`config.mk`:
```
export PLATFORM = sky130hd
export DESIGN_NAME = mac_feeder
export DESIGN_NICKNAME = d
export VERILOG_FILES = /design/src/rtl/mac_feeder.sv
export SDC_FILE = /design/constraint.sdc
export NUM_CORES = 1
export LEC_CHECK = 0
export CAP_MARGIN = 40
export CELL_PAD_IN_SITES_DETAIL_PLACEMENT = 2
export CELL_PAD_IN_SITES_GLOBAL_PLACEMENT = 2
export CORE_ASPECT_RATIO = 2
export CORE_MARGIN = 4
export CORE_UTILIZATION = 27
export DETAILED_ROUTE_END_ITERATION = 6
export PLACE_DENSITY = 0.9
export SYNTH_ARGS = -nofsm -noshare
export SYNTH_HDL_FRONTEND = slang
export SYNTH_SLANG_ARGS = --single-unit
```
`constraint.sdc`:
```
create_clock -name clk -period 7.95 [get_ports clk]
set_input_delay 0.795 -clock clk [delete_from_list [all_inputs] [get_ports clk]]
set_output_delay 0.795 -clock clk [all_outputs]
set_load 0.01 [all_outputs]
```
`src/rtl/mac_feeder.sv`:
```
// rtl/mac_feeder.sv - column query/instruction feeder for the mac_col chain
//
// Reads key_beats key rows and then num_q query rows from a synchronous
// single-port SRAM. It drives them into column 0 as a load burst (o_inst=01),
// then one bubble, then an execute stream (o_inst=10). After the last query
// issue it waits drain_cycles cycles and pulses done.
//
// Ports
//   clk, reset      clock (rising edge), synchronous active-low reset
//   start           run request, sampled only while idle
//   num_q           query rows for the run, latched with start
//   key_base        first key row address, latched with start
//   q_base          first query row address, latched with start
//   stall           downstream almost-full; holds back execute reads only
//   mem_cen         SRAM read enable, active-low
//   mem_addr        SRAM address
//   mem_rdata       SRAM read data, one cycle after the sampled read
//   q_out           row presented to column 0
//   o_inst          [1] execute, [0] load, 00 = bubble
//   busy            run in progress
//   done            one-cycle end-of-run pulse
module mac_feeder #(
  parameter int bw           = 8,
  parameter int pr           = 8,
  parameter int addr_w       = 4,
  parameter int key_beats    = 10,
  parameter int drain_cycles = 10
) (
  input  logic                 clk,
  input  logic                 reset,
  input  logic                 start,
  input  logic [addr_w-1:0]    num_q,
  input  logic [addr_w-1:0]    key_base,
  input  logic [addr_w-1:0]    q_base,
  input  logic                 stall,
  output logic                 mem_cen,
  output logic [addr_w-1:0]    mem_addr,
  input  logic [pr*bw-1:0]     mem_rdata,
  output logic [pr*bw-1:0]     q_out,
  output logic [1:0]           o_inst,
  output logic                 busy,
  output logic                 done
);

  localparam int CNT_W = 16;

  localparam logic [2:0] S_IDLE  = 3'd0;
  localparam logic [2:0] S_LOAD  = 3'd1;
  localparam logic [2:0] S_GAP   = 3'd2;
  localparam logic [2:0] S_EXEC  = 3'd3;
  localparam logic [2:0] S_DRAIN = 3'd4;
  localparam logic [2:0] S_DONE  = 3'd5;

  localparam logic [CNT_W-1:0] KB_LAST = CNT_W'(key_beats - 1);
  localparam logic [CNT_W-1:0] DR_LAST = CNT_W'(drain_cycles - 1);
  localparam logic [CNT_W-1:0] ONE     = CNT_W'(1);

  localparam logic [1:0] TAG_NONE = 2'b00;
  localparam logic [1:0] TAG_LOAD = 2'b01;
  localparam logic [1:0] TAG_EXEC = 2'b10;

  logic [2:0]        state_q, state_d;
  logic [CNT_W-1:0]  cnt_q, cnt_d;
  logic [addr_w-1:0] num_q_q, num_q_d;
  logic [addr_w-1:0] key_base_q, key_base_d;
  logic [addr_w-1:0] q_base_q, q_base_d;
  logic              mem_cen_q, mem_cen_d;
  logic [addr_w-1:0] mem_addr_q, mem_addr_d;
  logic [1:0]        rd_tag_q, rd_tag_d;
  logic [1:0]        dat_tag_q;
  logic [pr*bw-1:0]  q_out_q;
  logic [1:0]        o_inst_q;
  logic              busy_q, busy_d;
  logic              done_q, done_d;

  logic [CNT_W-1:0]  num_q_ext;
  assign num_q_ext = {{(CNT_W-addr_w){1'b0}}, num_q_q};

  always_comb begin
    state_d    = state_q;
    cnt_d      = cnt_q;
    num_q_d    = num_q_q;
    key_base_d = key_base_q;
    q_base_d   = q_base_q;
    mem_cen_d  = 1'b1;
    mem_addr_d = mem_addr_q;
    rd_tag_d   = TAG_NONE;
    busy_d     = busy_q;
    done_d     = 1'b0;

    case (state_q)
      S_IDLE: begin
        if (start) begin
          num_q_d    = num_q;
          key_base_d = key_base;
          q_base_d   = q_base;
          cnt_d      = '0;
          busy_d     = 1'b1;
          state_d    = S_LOAD;
        end
      end
      S_LOAD: begin
        // stall is deliberately ignored: columns latch keys on a fixed beat count
        mem_cen_d  = 1'b0;
        mem_addr_d = key_base_q + cnt_q[addr_w-1:0];
        rd_tag_d   = TAG_LOAD;
        if (cnt_q == KB_LAST) begin
          cnt_d   = '0;
          state_d = S_GAP;
        end else begin
          cnt_d = cnt_q + ONE;
        end
      end
      S_GAP: begin
        cnt_d   = '0;
        state_d = (num_q_q == '0) ? S_DRAIN : S_EXEC;
      end
      S_EXEC: begin
        if (!stall) begin
          mem_cen_d  = 1'b0;
          mem_addr_d = q_base_q + cnt_q[addr_w-1:0];
          rd_tag_d   = TAG_EXEC;
          if (cnt_q + ONE == num_q_ext) begin
            cnt_d   = '0;
            state_d = S_DRAIN;
          end else begin
            cnt_d = cnt_q + ONE;
          end
        end
      end
      S_DRAIN: begin
        if (cnt_q == DR_LAST) begin
          cnt_d   = '0;
          done_d  = 1'b1;
          state_d = S_DONE;
        end else begin
          cnt_d = cnt_q + ONE;
        end
      end
      S_DONE: begin
        busy_d  = 1'b0;
        state_d = S_IDLE;
      end
      default: begin
        busy_d  = 1'b0;
        state_d = S_IDLE;
      end
    endcase
  end

  always_ff @(posedge clk) begin
    if (!reset) begin
      state_q    <= S_IDLE;
      cnt_q      <= '0;
      num_q_q    <= '0;
      key_base_q <= '0;
      q_base_q   <= '0;
      mem_cen_q  <= 1'b1;
      mem_addr_q <= '0;
      rd_tag_q   <= TAG_NONE;
      dat_tag_q  <= TAG_NONE;
      q_out_q    <= '0;
      o_inst_q   <= TAG_NONE;
      busy_q     <= 1'b0;
      done_q     <= 1'b0;
    end else begin
      state_q    <= state_d;
      cnt_q      <= cnt_d;
      num_q_q    <= num_q_d;
      key_base_q <= key_base_d;
      q_base_q   <= q_base_d;
      mem_cen_q  <= mem_cen_d;
      mem_addr_q <= mem_addr_d;
      busy_q     <= busy_d;
      done_q     <= done_d;
      // Tag travels with the read: rd_tag with the request, dat_tag while the
      // SRAM data is valid, o_inst alongside the captured row.
      rd_tag_q   <= rd_tag_d;
      dat_tag_q  <= rd_tag_q;
      o_inst_q   <= dat_tag_q;
      // Bubbles keep the previous row so the bus does not toggle needlessly.
      if (dat_tag_q != TAG_NONE) begin
        q_out_q <= mem_rdata;
      end
    end
  end

  assign mem_cen  = mem_cen_q;
  assign mem_addr = mem_addr_q;
  assign q_out    = q_out_q;
  assign o_inst   = o_inst_q;
  assign busy     = busy_q;
  assign done     = done_q;

endmodule

```
==> results of run 1 <==
metal layers:
| metal | part of all wire, % | wire (µm) |
|---|---|---|
| met1 | 34 | 6330 |
| met2 | 59 | 11000 |
| met3 | 3.8 | 716 |
| met4 | 3.2 | 592 |
| met5 | 0 | 0 |
power breakdown:
part	internal, µW	switching, µW
registers	561	16.5
clock network	294	204
logic	85.6	88.4
logic make-up after synthesis:
| family | count (synthesis) | share of synthesized area (%) |
|---|---|---|
| mux | 8 | 1.87 |
| xor+xnor | 12 | 2.31 |
| flops | 108 | 47.5 |
| buf+inv | 47 | 4.23 |
| fa+ha+maj | 6 | 1.81 |
| compound gates | 127 | 15.8 |
| simple gates | 264 | 26.4 |
worst max path at each step:
stage	start	end	slack, ns
after global placement	cnt_q[2]$_SDFFE_PN0P_	cnt_q[3]$_SDFFE_PN0P_	4.73
final	cnt_q[0]$_SDFFE_PN0P_	cnt_q[14]$_SDFFE_PN0P_	4.55
after global routing	cnt_q[1]$_SDFFE_PN0P_	cnt_q[14]$_SDFFE_PN0P_	4.35
after CTS	cnt_q[1]$_SDFFE_PN0P_	cnt_q[14]$_SDFFE_PN0P_	4.57
after floorplan	cnt_q[4]$_SDFFE_PN0P_	cnt_q[3]$_SDFFE_PN0P_	5.10
after detailed placement	cnt_q[2]$_SDFFE_PN0P_	cnt_q[3]$_SDFFE_PN0P_	4.59
stage by stage:
step / total power (µW) / std cells / hold WS [ns]
after floorplan: 662 / 572 / 0.412
after global placement: 751 / 892 / 0.417
after detailed placement: 763 / 893 / 0.448
after CTS: 1270 / 909 / 0.460
after global routing: 1310 / 909 / 0.481
final: 1250 / 909 / 0.459
final cells by class:
cell class                 instances  area, µm²
timing repair buffer             156       1570
multi-input combinational        417       2200
tap                              204        255
sequential                       108       2160
inverter                           8       30.0
clock inverter                     5       83.8
clock buffer                      11        253
fill                            1856       9870
cell usage after synthesis (5+ instances only):
cell,n
ha_1,5
nor2_1,21
o21ai_0,9
nor3_1,8
inv_1,7
a21oi_1,88
and2_1,5
buf_2,5
nand2_1,177
xnor2_1,8
nand4_1,6
clkbuf_1,29
dfxtp_1,108
nand3_1,12
and3_1,6
state kept, by name (all words and copies together), names as in the netlist:
name        count
num_q_q         4
q_out          64
state_q         3
o_inst          2
busy            1
rd_tag_q        2
done            1
key_base_q      4
mem_addr        4
dat_tag_q       2
q_base_q        4
mem_cen         1
cnt_q          16
critical path: stages, from the launching register on:
cell and delay (ns):
dfxtp_1 0.51, ha_1 0.45, inv_1 0.14, or3_1 0.53, nor3b_1 0.21, o31ai_2 0.35
nor4_2 0.13, o21ai_2 0.48, nand2_4 0.21, o41ai_1 0.29
==> results by group, run 1 <==
Worst setup path
  – FF-to-FF Start: cnt_q[0]$_SDFFE_PN0P_
  – Crit path kind: reg2reg
  – FF-to-FF End: cnt_q[14]$_SDFFE_PN0P_
  – R2R depth: 9
  – Register-to-register setup slack: 4.55 ns
  – CP required: 8.20 ns
  – Critical path data arrival time: 3.65 ns
  – Setup crit end kind: flop
  – CP Launch Type: flop
  – Crit-path max FO: 10

Route
  – DR DRC count: 0
  – Routed Antenna Nets: 0
  – Wire per inst: 20.5 µm
  – DRT Pass-1 Iters: 4
  – Iter 0 DRT Violations: 155
  – Vias per inst: 5.08
  – Total number of vias: 4616
  – Drt total wl: 18700 µm

Cells and area
  – Area growth syn-to-layout: 44.1%
  – Commonest non-fill, non-tap cell in the layout: nand2_1
  – Fin area: 6560 µm²
  – Post-layout util: 39.9%
  – Nets: 786
  – # diodes: 0
  – Most frequent cells in the layout: nand2_1 (177), clkdlybuf4s50_1 (152), dfxtp_1 (108), a21oi_1 (88), nor2_1 (20)
  – Layout cells sized above 1: 5.53%

Global routing
  – Grt met3 use: 2.73%
  – Busiest grt layer: met2
  – First-pass GRT wire length: 28800 µm
  – Vias in the first global route: 5282
  – Largest net degree at the start of global routing: 87
  – GR Util met2: 40.3%
  – GR Overflow Total: 0
  – GRT Resource Usage Total: 19.6%
  – Initial antenna violation count: 0
  – Met1 Use GR: 18.3%

Yosys
  – Mapped Cells: 572
  – Largest area contributor in the netlist: dfxtp_1
  – Synth unique cells: 54
  – Post-synth EDFFs: 0
  – Synth top area share: 47.5%
  – Mapped Area: 4550 µm²
  – Main synth FF type: dfxtp_1
  – Synth async-reset ratio: 0%
  – FF+latch count, synth: 108
  – Sequential fraction of the synthesis area: 47.5%
  – Syn Nets: 658
  – Synth warn: 0
  – Avg Inst Size Synth: 7.96 µm²
  – Top area cells in the synthesized netlist: dfxtp_1 (47%), nand2_1 (15%), a21oi_1 (9.7%)

CTS
  – Reg clk slew, reported paths: 0.08 ns
  – Post-CTS Setup Inserts: 0
  – CTS tree: yes
  – H-Tree Depth: 3
  – CTS Buf Count: 9
  – Resized Gates After CTS: 0
  – Hold buffer count at CTS: 0
  – CTS root buf: clkbuf_16
  – Worst skew pair latency: 0.35 ns
  – Clock tree buffer depth: 2
  – Clk sink count: 108

Timing
  – Final setup TNS: 0 ns
  – Final period utilization: 42.8%
  – Final Skew: 0.0121 ns
  – Unrepaired setup endpoints after global routing: no
  – Final Setup Violations: 0
  – PnR worst setup slack: 4.55 ns
  – Minimum clock period after layout: 3.40 ns
  – Achievable frequency: 294 MHz
  – Final Max Tran Viols: 0
  – Slew @ Worst Pin: 0.914 ns
  – Slew headroom: 39.0%
  – Final Hold Vio Count: 0

Floorplanning
  – Row cnt: 66
  – I/O pins: 153
  – Die Footprint: 19100 µm²
  – Height of the die: 192 µm
  – Die W: 99.8 µm
  – Initial Util: 27.7%
  – Core Region: 16400 µm²

Placed design
  – Placement Cell Area: 6220 µm²
  – Final HPWL DP: 14000 µm
  – Dpl ws: 4.59 ns
  – Buffers on Ports: 152
  – GPL Wtd Cong: 0.883

Status
  – Status: finished clean

Hold path
  – Hold Crit Depth: 2
  – End of the worst hold path: q_out[41]$_SDFFE_PN0P_
  – Hold path startpoint: q_out[41]$_SDFFE_PN0P_
  – Worst hold path type: reg2reg

Pwr
  – Max VDD drop: 0.0825 mV
  – Static Leakage: 0.00229 µW
  – Power per cell area: 190 nW/µm²

Run
  – Max-Cap Viols: 0
Power figures use the tool's default switching activity.
==> inputs of run 2 (changes only) <==
CORE_UTILIZATION = 25   (was 27)
PLACE_DENSITY = 0.85   (was 0.9)
clock period = 3.45 ns   (was 7.95 ns; I/O delays follow)
==> run 2 against run 1 <==
Non-clock buffer count rose by 11; combinational power increased by 130%; first-iteration DRC count down 12%.
==> results by group, run 2 (same netlist as run 1, synthesis figures left out) <==
Timing
  – Minimum clock period after layout: 3.17 ns (-0.231 ns)
  – Final setup TNS: 0 ns (unchanged)
  – Final Setup Violations: 0 (unchanged)
  – Final Max Tran Viols: 0 (unchanged)
  – Slew @ Worst Pin: 0.738 ns (-0.176 ns)
  – Final Skew: 0.0151 ns (+0.00305 ns)
  – Achievable frequency: 315 MHz (+7.3%)
  – Hold slack: 0.437 ns (-0.0218 ns)
  – Final period utilization: 91.9% (+49 points)
  – Final Hold Vio Count: 0 (unchanged)
  – Slew headroom: 50.7% (+12 points)
  – PnR worst setup slack: 0.279 ns (-4.27 ns)
  – Unrepaired setup endpoints after global routing: no

Cells and area
  – Layout cells sized above 1: 6.72% (+1.2 points)
  – Most frequent cells in the layout: nand2_1 (177), clkdlybuf4s50_1 (152), dfxtp_1 (108), a21oi_1 (88), nor2_1 (20)
  – Nets: 797 (+1.4%)
  – Register Area: 2160 µm² (unchanged)
  – Commonest non-fill, non-tap cell in the layout: nand2_1
  – Area of the multi-input gates: 2210 µm² (+0.40%)
  – Max reg flops: 64 (unchanged)
  – Fin cells: 927 (+2.0%)
  – Area growth syn-to-layout: 45.8%
  – # diodes: 0 (unchanged)
  – Fillers: 2037 (+9.8%)

Floorplanning
  – Row cnt: 69 (+4.5%)
  – Height of the die: 199 µm (+3.8%)
  – Initial Util: 25.5% (-2.2 points)
  – I/O pins: 153 (unchanged)
  – Core Region: 17900 µm² (+8.7%)
  – Die Footprint: 20600 µm² (+7.5%)
  – Die W: 103 µm (+3.6%)

Pwr
  – Power per cell area: 426 nW/µm² (+120%)
  – Static Leakage: 0.00234 µW (+2.3%)
  – Max VDD drop: 0.216 mV (+160%)
  – Total power draw: 2830 µW (+130%)

Run
  – Max-Cap Viols: 0 (unchanged)

Global routing
  – First-pass GRT wire length: 27000 µm (-6.5%)
  – Vias in the first global route: 5070 (-4.0%)
  – GR Overflow Total: 0 (unchanged)
  – Initial antenna violation count: 0 (unchanged)
  – Largest net degree at the start of global routing: 47 (-46%)
  – GRT Resource Usage Total: 17.2% (-2.4 points)

Route
  – Routed Antenna Nets: 0 (unchanged)
  – Total number of vias: 4591 (-0.54%)
  – DR DRC count: 0 (unchanged)
  – Vias per inst: 4.95 (-2.5%)
  – Wire per inst: 19.2 µm (-6.4%)
  – Drt total wl: 17800 µm (-4.6%)
  – Iter 0 DRT Violations: 136 (-12%)
  – DRT Pass-1 Iters: 4 (unchanged)

CTS
  – CTS Buf Count: 9 (unchanged)
  – CTS tree: yes
  – Post-CTS Setup Inserts: 0 (unchanged)
  – CTS root buf: clkbuf_16
  – H-Tree Depth: 3 (unchanged)
  – Reg clk slew, reported paths: 0.08 ns (about the same)
  – Clock tree buffer depth: 2 (unchanged)
  – Clk sink count: 108 (unchanged)
  – Worst skew pair latency: 0.36 ns (about the same)
  – Resized Gates After CTS: 0 (unchanged)
  – Hold buffer count at CTS: 0 (unchanged)

Hold path
  – Worst hold path type: reg2reg

Worst setup path
  – Setup crit end kind: flop
  – Critical path data arrival time: 3.43 ns (-0.22 ns)
  – CP Launch Type: flop
  – Crit path kind: reg2reg
  – Crit-path max FO: 10 (unchanged)
  – CP required: 3.71 ns (-4.49 ns)

Placed design
  – Dpl ws: 0.170 ns (-4.42 ns)
  – DP Cell Count: 913 (+2.2%)
  – GPL Wtd Cong: 0.871 (-1.4%)
  – Final HPWL DP: 14000 µm (about the same)
  – Buffers on Ports: 152 (unchanged)

Status
  – Status: finished clean
[run 2: power breakdown]
group / leakage (µW) / total (µW) / internal, µW / switching [µW]
Combinational: 0.00131 / 398 / 200 / 198
Clock: 0.000151 / 1100 / 628 / 476
Sequential: 0.000875 / 1330 / 1290 / 33.4
[run 2: layout make-up]
cell class                 instances  share of cell area [%]
multi-input combinational        417                    33.4
inverter                           8                   0.453
clock buffer                       9                    3.39
clock inverter                     5                    1.19
tap                              213                    4.02
sequential                       108                    32.6
timing repair buffer             167                    25.0
[run 2: routing by layer]
layer	track usage [%]	share of wire [%]
met1	15.7	34
met2	34.8	58
met5	0	0
met3	3.33	5.1
met4	6.68	3.1
[run 2: final timing paths]
path                               start                 endpoint  slack (ns)  depth (start not counted)
setup / recovery   cnt_q[1]$_SDFFE_PN0P_    cnt_q[8]$_SDFFE_PN0P_        0.28                         10
hold / removal    rd_tag_q[0]$_SDFF_PN0_  dat_tag_q[0]$_SDFF_PN0_        0.44                          1
setup reg to reg   cnt_q[1]$_SDFFE_PN0P_    cnt_q[8]$_SDFFE_PN0P_        0.28                         10
hold reg to reg   rd_tag_q[0]$_SDFF_PN0_  dat_tag_q[0]$_SDFF_PN0_        0.44                          1
[run 2: metrics by stage]
stage               util, %  area [µm²]
finish                 37.1        6640
global route           37.1        6640
CTS                    37.1        6630
detailed placement     35.4        6320
global placement       35.2        6280
floorplan                 -        4550
[run 2: critical path: stages, from the launching register on]
cell,delay (ns)
dfxtp_1,0.36
buf_4,0.17
ha_1,0.24
inv_1,0.10
or3_1,0.52
nor3b_1,0.21
o31ai_2,0.37
nor4_4,0.11
o21ai_2,0.50
nand2_4,0.21
o22ai_1,0.29
==> inputs of run 3 (changes only) <==
CORE_UTILIZATION = 23   (was 25)
PLACE_DENSITY = 0.82   (was 0.85)
clock period = 2.6 ns   (was 3.45 ns; I/O delays follow)
==> run 3 against run 2 <==
The run now ends with setup timing left; sequential share of layout area down 1.8 points; worst hold slack improved by 0.017 ns; die area grew 8.2%; combinational power increased by 51%; fmax grew 9.8%; via count rose by 5.8%; clock power up 16%; design area is 6.3% higher; clock skew shrank 0.0089 ns; utilization decreased by 0.71 points; global-route usage is 0.87 points higher; power up 28%; largest power group unchanged.
==> results by group, run 3 (same netlist as run 1, synthesis figures left out) <==
CTS
  – H-Tree Depth: 3 (unchanged)
  – CTS Buf Count: 9 (unchanged)
  – Hold buffer count at CTS: 0 (unchanged)
  – Clock tree buffer depth: 2 (unchanged)
  – CTS tree: yes
  – Clk sink count: 108 (unchanged)
  – Worst skew pair latency: 0.36 ns (about the same)
  – CTS root buf: clkbuf_16
  – Reg clk slew, reported paths: 0.07 ns (about the same)

Global routing
  – First-pass GRT wire length: 30400 µm (+13%)
  – GRT Resource Usage Total: 18.0% (+0.87 points)
  – Vias in the first global route: 5530 (+9.1%)
  – Largest net degree at the start of global routing: 65 (+38%)
  – Initial antenna violation count: 0 (unchanged)
  – GR Overflow Total: 0 (unchanged)

Worst setup path
  – CP required: 2.86 ns (-0.85 ns)
  – Crit path kind: reg2reg
  – Setup crit end kind: flop
  – CP Launch Type: flop
  – Crit-path max FO: 5 (-5)
  – Critical path data arrival time: 3.14 ns (-0.29 ns)
  – Register-to-register setup slack: -0.29 ns (-0.57 ns)

Cells and area
  – Register Area: 2170 µm² (+0.58%)
  – Fin cells: 1009 (+8.8%)
  – Area growth syn-to-layout: 55.0%
  – Max reg flops: 64 (unchanged)
  – Most frequent cells in the layout: nand2_1 (177), clkdlybuf4s50_1 (152), dfxtp_1 (102), a21oi_1 (84), buf_4 (46)
  – # diodes: 0 (unchanged)
  – Layout cells sized above 1: 13.9% (+7.1 points)
  – Fin area: 7050 µm² (+6.3%)
  – Area of the multi-input gates: 2340 µm² (+5.6%)
  – Fillers: 2176 (+6.8%)
  – Nets: 833 (+4.5%)
  – Commonest non-fill, non-tap cell in the layout: nand2_1

Route
  – Total number of vias: 4859 (+5.8%)
  – DRT Pass-1 Iters: 4 (unchanged)
  – DR DRC count: 0 (unchanged)
  – Iter 0 DRT Violations: 206 (+51%)
  – Routed Antenna Nets: 0 (unchanged)
  – Wire per inst: 20.2 µm (+5.0%)
  – Vias per inst: 4.82 (-2.8%)
  – Drt total wl: 20400 µm (+14%)

Timing
  – PnR worst setup slack: -0.287 ns (-0.566 ns)
  – Final period utilization: 111% (+19 points)
  – Unrepaired setup endpoints after global routing: yes
  – Slew @ Worst Pin: 0.718 ns (-0.0209 ns)
  – Achievable frequency: 346 MHz (+9.8%)
  – Final Max Tran Viols: 0 (unchanged)
  – Final Skew: 0.00620 ns (-0.00894 ns)
  – Hold slack: 0.454 ns (+0.0171 ns)
  – Slew headroom: 51.7% (+1.1 points)
  – Minimum clock period after layout: 2.89 ns (-0.284 ns)
  – Final Setup Violations: 19 (+19)
  – Final Hold Vio Count: 0 (unchanged)

Floorplanning
  – Row cnt: 72 (+4.3%)
  – Core Region: 19400 µm² (+8.4%)
  – Die Footprint: 22200 µm² (+8.2%)
  – Die W: 107 µm (+3.9%)
  – Initial Util: 23.5% (-2.0 points)
  – Height of the die: 207 µm (+4.1%)
  – I/O pins: 153 (unchanged)

Pwr
  – Power per cell area: 514 nW/µm² (+21%)
  – Static Leakage: 0.00251 µW (+7.5%)
  – Max VDD drop: 0.227 mV (+4.9%)

Placed design
  – Dpl ws: -0.242 ns (-0.412 ns)
  – Placement Cell Area: 6640 µm² (+5.1%)
  – GPL Wtd Cong: 0.925 (+6.2%)
  – DP Cell Count: 990 (+8.4%)
  – Buffers on Ports: 152 (unchanged)
  – Final HPWL DP: 15600 µm (+11%)

Status
  – Failing checks: setup timing
  – Status: finished, violations left

Run
  – Max-Cap Viols: 0 (unchanged)

Hold path
  – Worst hold path type: reg2reg
-- run 3: cell count changes in the layout (fill, tap and decap cells not counted), sizes merged --
cell      previous run  this run
buf                 15        50
bufinv               2         0
clkbuf               9        12
clkinv               3         1
clkinvlp             0         1
o21ai               11        12
-- run 3: through the flow --
stage          total power [µW]  TNS, ns  utilization (%)
2_1_floorplan              2030   -0.959                -
3_3_place_gp               2330    -1.89             34.2
3_5_place_dp               2360    -3.48             34.3
4_1_cts                    3660    -1.98             36.1
5_1_grt                    3790    -4.75             36.4
6_report                   3630    -3.97             36.4
-- run 3: power breakdown --
part / internal, µW / switching (µW)
Clock: 666 / 612
Combinational: 297 / 302
Sequential: 1710 / 37.8
-- run 3: layout make-up --
class | count | area share, %
clock buffer | 12 | 3.49
clock inverter | 2 | 0.177
inverter | 8 | 0.426
multi-input combinational | 418 | 33.1
sequential | 108 | 30.8
tap | 259 | 4.59
timing repair buffer | 202 | 27.4
-- run 3: metal layers --
| metal | routed length, µm | vias to the layer above | global-route usage [%] |
|---|---|---|---|
| li1 | - | 2282 | - |
| met1 | 6370 | 2382 | 14.8 |
| met2 | 12200 | 140 | 37.7 |
| met3 | 721 | 55 | 3.21 |
| met4 | 1100 | 0 | 10.8 |
| met5 | 0 | - | 0 |
-- run 3: path summary, 6_finish.rpt --
check                        startpoint                     end  cells after the start
setup reg to reg  cnt_q[5]$_SDFFE_PN0P_  cnt_q[13]$_SDFFE_PN0P_                      9
setup / recovery  cnt_q[5]$_SDFFE_PN0P_  cnt_q[13]$_SDFFE_PN0P_                      9
hold reg to reg   q_out[9]$_SDFFE_PN0P_   q_out[9]$_SDFFE_PN0P_                      2
hold / removal    q_out[9]$_SDFFE_PN0P_   q_out[9]$_SDFFE_PN0P_                      2
-- run 3: critical path, stage by stage, from the launching register on --
cell,delay [ns]
dfxtp_2,0.36
nand4_4,0.11
or4b_4,0.58
xnor2_2,0.16
or4_4,0.53
nor4_4,0.29
buf_4,0.20
o21ai_4,0.09
a31o_2,0.27
a22o_1,0.19
-- run 3: what timing repair did --
action | in CTS | in global routing
endpoints found under the hold margin | 0 | 0
gates cloned | 1 | 0
pin swaps | 6 | 7
setup buffers | 2 | 2
resized for setup | 14 | 14
endpoints found under the setup margin | 19 | 19
